===== src/rtl/multicycle_alu.sv =====
// Multicycle ALU: single-cycle arithmetic/logic ops, iterative one-bit-per-cycle shifts.
// Define MULTICYCLE_ALU_MUL_EN to decode acode 111 as a shift-add unsigned multiply (otherwise pass A).
module multicycle_alu #(
   parameter int WIDTH   = 8,
   parameter int SHAMT_W = $clog2(WIDTH)
) (
   input  logic                    clk,
   input  logic                    rst,
   input  logic                    start,
   input  logic signed [WIDTH-1:0] A,
   input  logic signed [WIDTH-1:0] B,
   input  logic                    carry_in,
   input  logic                    is_shift,
   input  logic [1:0]              scode,
   input  logic [2:0]              acode,
   output logic signed [WIDTH-1:0] R,
   output logic                    zero,
   output logic                    carry_out,
   output logic                    busy,
   output logic                    done
);

   localparam int CNT_W = ($clog2(WIDTH + 1) > SHAMT_W) ? $clog2(WIDTH + 1) : SHAMT_W;

   typedef enum logic [1:0] {IDLE, RUN, DONE} state_t;

   state_t             state_q;
   logic [CNT_W-1:0]   cnt_q;
   logic [CNT_W-1:0]   cnt_load;
   logic [WIDTH-1:0]   r_q;
   logic               zero_q;
   logic               carry_q;
   logic               busy_q;
   logic               done_q;

   logic [WIDTH-1:0]   acc_q;
   logic [WIDTH-1:0]   opb_q;
   logic               cin_q;
   logic               shift_q;
   logic [1:0]         scode_q;
   logic [2:0]         acode_q;

   logic [WIDTH-1:0]   addend;
   logic               cterm;
   logic [WIDTH:0]     sum;
   logic [WIDTH-1:0]   step_acc;
   logic [WIDTH-1:0]   fin_r;
   logic               fin_c;

`ifdef MULTICYCLE_ALU_MUL_EN
   logic [WIDTH-1:0]   opa_q;
   logic [WIDTH-1:0]   mhi_q;
   logic [WIDTH-1:0]   step_hi;
   logic [WIDTH:0]     msum;
`endif

   // Number of RUN cycles for the requested operation (at least one).
   always_comb begin
      cnt_load = CNT_W'(1);
      if (is_shift) begin
         if (B[SHAMT_W-1:0] != '0) cnt_load = CNT_W'(B[SHAMT_W-1:0]);
      end
`ifdef MULTICYCLE_ALU_MUL_EN
      else if (acode == 3'b111) begin
         cnt_load = CNT_W'(WIDTH);
      end
`endif
   end

   // Subtract variants invert B; carry term is 1 for sub, carry_in for addc/subc.
   always_comb begin
      addend   = acode_q[1] ? ~opb_q : opb_q;
      cterm    = acode_q[0] ? cin_q : acode_q[1];
      sum      = {1'b0, acc_q} + {1'b0, addend} + {{WIDTH{1'b0}}, cterm};
      step_acc = acc_q;
      fin_r    = acc_q;
      fin_c    = carry_q;
`ifdef MULTICYCLE_ALU_MUL_EN
      msum     = {1'b0, mhi_q} + (acc_q[0] ? {1'b0, opa_q} : {(WIDTH+1){1'b0}});
      step_hi  = mhi_q;
`endif
      if (shift_q) begin
         if (opb_q[SHAMT_W-1:0] != '0) begin
            case (scode_q)
               2'b00: begin
                  step_acc = {acc_q[WIDTH-2:0], 1'b0};
                  fin_c    = acc_q[WIDTH-1];
               end
               2'b01: begin
                  step_acc = {acc_q[WIDTH-1], acc_q[WIDTH-1:1]};
                  fin_c    = acc_q[0];
               end
               2'b10:   step_acc = {acc_q[WIDTH-2:0], acc_q[WIDTH-1]};
               default: step_acc = {acc_q[0], acc_q[WIDTH-1:1]};
            endcase
         end
         fin_r = step_acc;
      end else begin
         case (acode_q)
            3'b000, 3'b001, 3'b010, 3'b011: begin
               fin_r = sum[WIDTH-1:0];
               fin_c = sum[WIDTH];
            end
            3'b100:  fin_r = acc_q & opb_q;
            3'b101:  fin_r = acc_q | opb_q;
            3'b110:  fin_r = acc_q ^ opb_q;
            default: begin
`ifdef MULTICYCLE_ALU_MUL_EN
               // {mhi_q, acc_q} is the product register; multiplier bits drain from acc_q's LSB.
               step_hi  = msum[WIDTH:1];
               step_acc = {msum[0], acc_q[WIDTH-1:1]};
               fin_r    = step_acc;
               fin_c    = |step_hi;
`else
               fin_r    = acc_q;
`endif
            end
         endcase
      end
   end

   always_ff @(posedge clk) begin
      if (state_q == IDLE && start) begin
         acc_q   <= A;
         opb_q   <= B;
         cin_q   <= carry_in;
         shift_q <= is_shift;
         scode_q <= scode;
         acode_q <= acode;
`ifdef MULTICYCLE_ALU_MUL_EN
         opa_q   <= A;
         mhi_q   <= '0;
         if (!is_shift && acode == 3'b111) acc_q <= B;
`endif
      end else if (state_q == RUN) begin
         acc_q <= step_acc;
`ifdef MULTICYCLE_ALU_MUL_EN
         mhi_q <= step_hi;
`endif
      end
   end

   // Results are written only on the final RUN cycle, so an abort leaves no partial value.
   always_ff @(posedge clk or posedge rst) begin
      if (rst) begin
         state_q <= IDLE;
         cnt_q   <= '0;
         r_q     <= '0;
         zero_q  <= 1'b1;
         carry_q <= 1'b0;
         busy_q  <= 1'b0;
         done_q  <= 1'b0;
      end else begin
         case (state_q)
            IDLE: begin
               done_q <= 1'b0;
               if (start) begin
                  state_q <= RUN;
                  cnt_q   <= cnt_load;
                  busy_q  <= 1'b1;
               end
            end
            RUN: begin
               if (cnt_q <= CNT_W'(1)) begin
                  state_q <= DONE;
                  cnt_q   <= '0;
                  r_q     <= fin_r;
                  zero_q  <= (fin_r == '0);
                  carry_q <= fin_c;
                  done_q  <= 1'b1;
               end else begin
                  cnt_q <= cnt_q - CNT_W'(1);
               end
            end
            default: begin
               state_q <= IDLE;
               busy_q  <= 1'b0;
               done_q  <= 1'b0;
            end
         endcase
      end
   end

   assign R         = r_q;
   assign zero      = zero_q;
   assign carry_out = carry_q;
   assign busy      = busy_q;
   assign done      = done_q;

endmodule


===== config.mk =====
export PLATFORM = sky130hd
export DESIGN_NAME = multicycle_alu
export DESIGN_NICKNAME = d
export VERILOG_FILES = /design/src/rtl/multicycle_alu.sv
export SDC_FILE = /design/constraint.sdc
export NUM_CORES = 1
export LEC_CHECK = 0
export BUFFER_PORTS_ARGS = -buffer_cell sky130_fd_sc_hd__buf_2
export CAP_MARGIN = 20
export CORE_MARGIN = 2
export CORE_UTILIZATION = 40
export DETAILED_ROUTE_END_ITERATION = 8
export GPL_ROUTABILITY_DRIVEN = 0
export PLACE_DENSITY = 0.68
export SLEW_MARGIN = 20
export SYNTH_ARGS = -nofsm -noshare
export SYNTH_HDL_FRONTEND = slang
export SYNTH_SLANG_ARGS = --single-unit

===== constraint.sdc =====
create_clock -name clk -period 6.75 [get_ports clk]
set_input_delay 0.675 -clock clk [delete_from_list [all_inputs] [get_ports clk]]
set_output_delay 0.675 -clock clk [all_outputs]
set_load 0.03 [all_outputs]

# Word level (Yosys, flattened, before mapping)
# Cells that the tools add are included.
# W data, S select, Z words.
dict set report totals {
  regBits 41
  input_bits 26
}
dict set report op_classes {
  mux 25
  n_bitwise 5
  eq_ne 13
  n_lt_le_gt_ge 1
  n_addsub 3
  n_reduce_logical 18
}
# op count
set op_table {}
lappend op_table {{$mux W8} 6}
lappend op_table {{$pmux W8 S4} 1}
lappend op_table {{$pmux W8 S3} 1}
lappend op_table {{$reduce_and A2 Y1} 5}
lappend op_table {{$add A8 B8 Y9} 1}
lappend op_table {{$add A9 B1 Y9} 1}
lappend op_table {{$eq A3 B3 Y1 const B} 3}
lappend op_table {{$and A8 B8 Y8} 1}
lappend op_table {{$logic_not A8 Y1} 1}
lappend op_table {{$mux W4} 2}
lappend op_table {{$not A8 Y8} 1}
lappend op_table {{$or A8 B8 Y8} 1}
lappend op_table {{$pmux W4 S2} 1}
lappend op_table {{$reduce_bool A2 Y1} 4}
lappend op_table {{$xor A8 B8 Y8} 1}
lappend op_table {{$mux W1} 7}
lappend op_table {{$eq A3 B2 Y1 const B} 2}
lappend op_table {{$mux W3} 2}
lappend op_table {{$reduce_bool A3 Y1} 2}
lappend op_table {{$reduce_and A5 Y1} 1}
lappend op_table {{$eq A2 B1 Y1 const B} 2}
lappend op_table {{$le A4 B1 Y1 const B} 1}
lappend op_table {{$logic_not A2 Y1} 2}
lappend op_table {{$mux W2} 2}
lappend op_table {{12 further kinds} 14}

# Longest topological paths before layout
# Gate-level depths: netlist of the first run.
dict set report logic_depth {
  ltp_word 7
  ltp_mapped 11
  mapped_depth_nobuf 10
}

# Worst setup path after synthesis of the first run
# No wires, ideal clock.
dict set report synth_path {
  kind {reg-to-reg}
  startpoint {register acode_q[1]}
  endpoint {register zero_q (netlist: zero)}
  setup_slack_ps 3583
  arrival_ps 3088
  path_buffers 2
  stages_incl_launch_ff 12
  required_time_ps 6670
  path_cell_list {edfxtp_1 buf_6 clkbuf_1 xor2_1 fa_1 fa_1 a211oi_1 nor3_1 mux2i_1 or3_1 and2_1 a32o_1}
}
dict set report synth_between {
  elab_chain_cells 6
  word_cells_on_any_way 15
  classes_between {add/sub: 2; eq/ne: 6; mux: 4; reduce/logical: 3}
}
# element line
set synth_rtl {}
lappend synth_rtl {{start: declaration} 41} ;# logic [2:0] acode_q;
lappend synth_rtl {{start signal: assignment} 129} ;# acode_q <= acode;
lappend synth_rtl {{$mux W8} 72} ;# addend = acode_q[1] ? ~opb_q : opb_q;
lappend synth_rtl {{$add A8 B8 Y9} 74} ;# sum = {1'b0, acc_q} + {1'b0, addend} + {{WIDTH{1'b0}}, cterm};
lappend synth_rtl {{$add A9 B1 Y9} 74}
lappend synth_rtl {{$pmux W8 S4 *} 99} ;# case (acode_q)
lappend synth_rtl {{$mux W8 *} 82} ;# if (shift_q) begin
lappend synth_rtl {{$logic_not A8 Y1 *} 168} ;# zero_q <= (fin_r == '0);
lappend synth_rtl {{end signal: assignment} 168}
lappend synth_rtl {{end: declaration} 31} ;# logic zero_q;
# Mark *: on every way between the ends. The rest lies on a longest branch, timed or not.
# A chain may end at the register's enable or synchronous reset.

# Worst setup path after layout of the first run
# Same ends and word-level chain as after synthesis.

==> impl_metrics.toml, run 1 <==
[status]
outcome = "complete, no violations"

[timing]
slew_headroom_pct = 45.3
finClkSkew_ns = 0.0126
hold_viol = 0
worst_pin_slew_ns = 0.820
setup_viol = 0
min_period_ns = 3.46
max_clock_freq_mhz = 289
fin_crit_sh_pct = 51.2
rsz0062_at_grt = "false"
tns_ns = 0
hold_ws_ns = 0.477
final_max_slew_viol_count = 0

[routing]
drc_errors = 0
wl_um = 6850
dr.pass1.iters = 4
first_iter_violations = 104
num_vias = 2370
vias_per_cell = 5.44
ant_nets = 0
drt-wirelength-per-cell_um = 15.7

[placed_design]
placed_cells = 428
post-dp-hpwl_um = 5210
io_buffers = 37

[worst_setup_path]
worstPathCellList = "xor2_1 -> fa_1 -> fa_1 -> a211oi_1 -> nor3_1 -> mux2i_1 -> or3_1 -> and2_1 -> a32o_1"
reg2reg_from = "acode_q[1]"
worstSetupEndpointType = "flop"
reg2reg_to = "zero"
critPathMaxStageDelay_ns = 0.88
path_class = "flop to flop"
crit_path_start_kind = "flop"
arrival_ns = 3.69
crit_fanout = 19
ff2ff_setup_slack_ns = 3.29
crit_family = "adder cells"
worstRegToRegCells = 9
crit_buf_inv = 0
cpMostUsedCell = "fa_1"
required_ns = 6.98
slowest_stage = "edfxtp_1"

[logic_synthesis]
syn_area_per_cell_um2 = 9.73
synth_area_um2 = 2960
synthAdderAreaFrac_pct = 11.9
synthXorXnorAreaFrac_pct = 3.26
synthMuxAreaShare_pct = 10.5
ys.warnings.count = 0
synth_fp_nets = 357
yosysUniqueCellTypes = 57
synth-simple-area-share_pct = 13.7
synth_enable_flop_cells = 23
async_reset_ff_share_pct = 43.9
ys_ff_latch = 41
ys_seq_area_share_pct = 38.6
syn-instance-count = 304
ys.flop_type = "edfxtp_1"
synth_top_family_by_area = "compound AO/OA/AOI/OAI gates"
synth-compound-area-share_pct = 15.9

[power]
finalPower_mw = 1.53
ir_drop_v = 0.000200
leakage_nw = 1.48
power.density_nw_per_um2 = 462
p_seq_share_pct = 34.2
clockPowerShare_pct = 11.1
switching_share_pct = 47.4
internal_power_mw = 0.804
p_sw_mw = 0.725
combPwrFrac_pct = 54.6

[grt]
grt_pass1_wl_um = 11200
grt_pass1_vias = 2336
track_usage_pct = 17.3
grt_remaining_overflow = 0
antenna_found_initial = 0
grt_max_degree = 24

[layout]
diodes = 0
regArea_um2 = 1140
multi_input_area_um2 = 1640
utilization_pct = 45.8
final_common_cell = "buf_2"
syn_to_final_growth_pct = 11.8
final_cell_mix = "37 x buf_2, 32 x inv_1, 30 x nand2_1"
fin_cells = 436
fin_nets = 389
fillers = 706
drive_above_1_share_pct = 16.9

[die]
die_h_um = 90.0
core_um2 = 7210
dieArea_um2 = 8100
fp.dieW_um = 90.0
fp-row-count = 31
io_pins = 38
initial_core_util_pct = 41.0

[cts]
clkLatencyLatePin_ns = 0.30
ctsHoldBuffers = 0
h-tree-depth = 2
clk_path_buf_depth = 2
cts_tree = "done"
cts_resized = 0
clock_sinks = 41
clockRootBuffer = "clkbuf_8"
cts_buffers = 5
clkSlewWorstSetupHoldPaths_ns = 0.10
post_cts_buffers = 0

[run]
max_cap_viol_count = 0

[hold_path]
min_path_type = "input port to asynchronous set/reset pin"
[power groups by stage]
| stage | Combinational [mW] | Sequential [mW] | Clock [mW] |
|---|---|---|---|
| floorplan | 0.600 | 0.526 | 0 |
| global placement | 0.810 | 0.524 | 0 |
| detailed placement | 0.834 | 0.526 | 0 |
| CTS | 0.838 | 0.522 | 0.177 |
| global route | 0.940 | 0.539 | 0.185 |
| finish | 0.835 | 0.523 | 0.170 |
[sequential cells by signal, summed over array words and instances (netlist names)]
register   count
cin_q          1
opb_q          8
state_q        2
done           1
busy           1
cnt_q          4
acc_q          8
shift_q        1
zero           1
acode_q        3
R              8
scode_q        2
carry_out      1
[Yosys cell counts (all sizes together), types with 3 or more instances]
library cell | count | area share, %
inv | 32 | 4.1
nand2 | 30 | 3.8
o21ai | 30 | 5.1
ha | 25 | 11
edfxtp | 23 | 23
nor2 | 18 | 2.3
dfrtp | 17 | 14
a21oi | 15 | 2.5
mux2i | 12 | 4.1
clkbuf | 9 | 1.1
xor2 | 9 | 2.7
mux4 | 6 | 4.9
nor3 | 6 | 1.2
nor2b | 5 | 1.1
mux2 | 4 | 1.5
nand3 | 4 | 0.68
or3 | 4 | 0.85
a211oi | 3 | 0.93
a31oi | 3 | 0.63
buf | 3 | 0.72
o211ai | 3 | 0.76
o21a | 3 | 0.76
[cells by family (layout without fill, tap and decap cells)]
logic type | after synthesis | count (layout)
adders and majority gates | 27 | 27
buffers and inverters | 45 | 78
AOI/OAI and AO/OA | 75 | 75
xor gates and xnor gates | 11 | 11
and+or+nand+nor | 83 | 83
muxes | 22 | 22
DFF | 41 | 41
[metal layers]
| metal | global-route usage [%] | up-vias | routed length [um] |
|---|---|---|---|
| met2 | 30.2 | 77 | 3290 |
| met3 | 2.68 | 15 | 355 |
| met4 | 4.74 | 0 | 140 |
| met1 | 22.3 | 1121 | 3060 |
| met5 | 0 | - | 0 |
| li1 | - | 1157 | - |
[area by class of cell]
type | instances | area share (%)
Clock buffer | 5 | 2.08
Clock inverter | 3 | 0.757
Inverter | 33 | 3.75
Multi-Input combinational cell | 218 | 49.5
Sequential cell | 41 | 34.6
Tap cell | 99 | 3.75
Timing Repair Buffer | 37 | 5.60
[worst max-delay path by stage]
stage | start | endpoint | slack (ns) | cells after the start
finish | acode_q[1] | zero | 3.29 | 9
floorplan | acode_q[1] | zero | 3.58 | 11
global placement | acode_q[1] | zero | 3.42 | 9
global route | acode_q[1] | zero | 3.06 | 9
detailed placement | acode_q[1] | zero | 3.33 | 9
CTS | acode_q[1] | zero | 3.32 | 9
[per-stage QoR]
stage / cell area [um^2] / setup slack (ns)
6_report: 3310 / 3.29
4_1_cts: 3310 / 3.32
2_1_floorplan: 2960 / 3.58
3_5_place_dp: 3210 / 3.33
5_1_grt: 3310 / 3.06
3_3_place_gp: 3210 / 3.42
(Power assumes the default switching activity.)
==> inputs of run 2 (changes only) <==
- clock period: 6.75 -> 3.2 ns (I/O delays scaled with it)
==> impl_metrics.toml, run 2 (synthesis results as in run 1) <==
[status]
outcome = "complete, no violations"

[cts]
cts_resized = 0
cts_buffers = 5
clkLatencyLatePin_ns = 0.31
cts_tree = "done"
clock_sinks = 41
post_cts_buffers = 0
ctsHoldBuffers = 0
h-tree-depth = 2
clk_path_buf_depth = 2
clockRootBuffer = "clkbuf_8"
clkSlewWorstSetupHoldPaths_ns = 0.09

[grt]
grt_max_degree = 24
antenna_found_initial = 0
grt_pass1_wl_um = 11800
grt_remaining_overflow = 0
track_usage_pct = 18.3
grt_pass1_vias = 2407

[layout]
diodes = 0
fin_nets = 396
syn_to_final_growth_pct = 13.7
drive_above_1_share_pct = 18.9
final_cell_mix = "37 x buf_2, 32 x inv_1, 30 x nand2_1"
final_common_cell = "buf_2"
fillers = 692

[worst_setup_path]
required_ns = 3.44
arrival_ns = 3.23
path_class = "flop to flop"
ff2ff_setup_slack_ns = 0.21
crit_fanout = 5
crit_path_start_kind = "flop"
worstSetupEndpointType = "flop"

[run]
max_cap_viol_count = 0

[die]
dieArea_um2 = 8100
initial_core_util_pct = 41.0
die_h_um = 90.0
core_um2 = 7210
io_pins = 38
fp-row-count = 31
fp.dieW_um = 90.0

[timing]
rsz0062_at_grt = "false"
setup_viol = 0
fin_crit_sh_pct = 93.4
slew_headroom_pct = 47.2
hold_viol = 0
worst_pin_slew_ns = 0.787
max_clock_freq_mhz = 335
final_max_slew_viol_count = 0
tns_ns = 0
hold_ws_ns = 0.126
finClkSkew_ns = 0.00879
min_period_ns = 2.99

[routing]
ant_nets = 0
drc_errors = 0
dr.pass1.iters = 4
vias_per_cell = 5.42
num_vias = 2401
wl_um = 7110
drt-wirelength-per-cell_um = 16.0
first_iter_violations = 246

[placed_design]
io_buffers = 37
post-dp-hpwl_um = 5380

[power]
power.density_nw_per_um2 = 977
ir_drop_v = 0.000461
leakage_nw = 1.52

[hold_path]
min_path_type = "input port to asynchronous set/reset pin"
-- run 2: per-stage QoR --
| step | instances | setup WS [ns] | area, um^2 | total power [mW] | utilization [%] |
|---|---|---|---|---|---|
| 2_1_floorplan | 304 | 0.0326 | 2960 | 2.38 | - |
| 3_3_place_gp | 435 | 0.291 | 3260 | 2.85 | 45.2 |
| 3_5_place_dp | 435 | 0.210 | 3260 | 2.91 | 45.2 |
| 4_1_cts | 443 | 0.205 | 3360 | 3.29 | 46.6 |
| 5_1_grt | 443 | 0.0492 | 3360 | 3.58 | 46.6 |
| 6_report | 443 | 0.213 | 3360 | 3.29 | 46.6 |
-- run 2: power breakdown --
group	switching (mW)	internal, mW
Sequential	0.252	0.816
Combinational	1.10	0.752
Clock	0.194	0.175
Total	1.55	1.74
-- run 2: per-layer routing --
metal / vias up / GRT usage [%] / wire, um
met5: - / 0 / 0
met4: 0 / 5.38 / 85
met3: 10 / 2.93 / 354
met2: 73 / 30.9 / 3380
met1: 1150 / 24.3 / 3290
li1: 1168 / - / -
-- run 2: layout make-up --
| cell class | instances | area, um^2 | share of cell area (%) |
|---|---|---|---|
| Multi-Input combinational cell | 218 | 1640 | 48.8 |
| Sequential cell | 41 | 1140 | 34.0 |
| Timing Repair Buffer | 44 | 238 | 7.07 |
| Inverter | 33 | 124 | 3.68 |
| Tap cell | 99 | 124 | 3.68 |
| Clock buffer | 6 | 82.6 | 2.45 |
| Clock inverter | 2 | 13.8 | 0.409 |
-- run 2: path summary, 6_finish.rpt --
path,startpoint,end,depth (start not counted)
max,opb_q[0],zero,9
min,rst,R[2],2
max reg2reg,opb_q[0],zero,9
min reg2reg,R[4],R[4],1
max in group asynchronous,rst,cnt_q[2],2
min in group clk,B[5],opb_q[5],1
-- run 2: worst max-delay path: stages, from the launching register on --
cell and delay, ns:
edfxtp_1 0.47, xor2_1 0.21, fa_1 0.45, fa_1 0.43, a211oi_1 0.34, nor3_1 0.14
mux2i_1 0.13, or3_1 0.38, and2_1 0.16, a32o_1 0.21
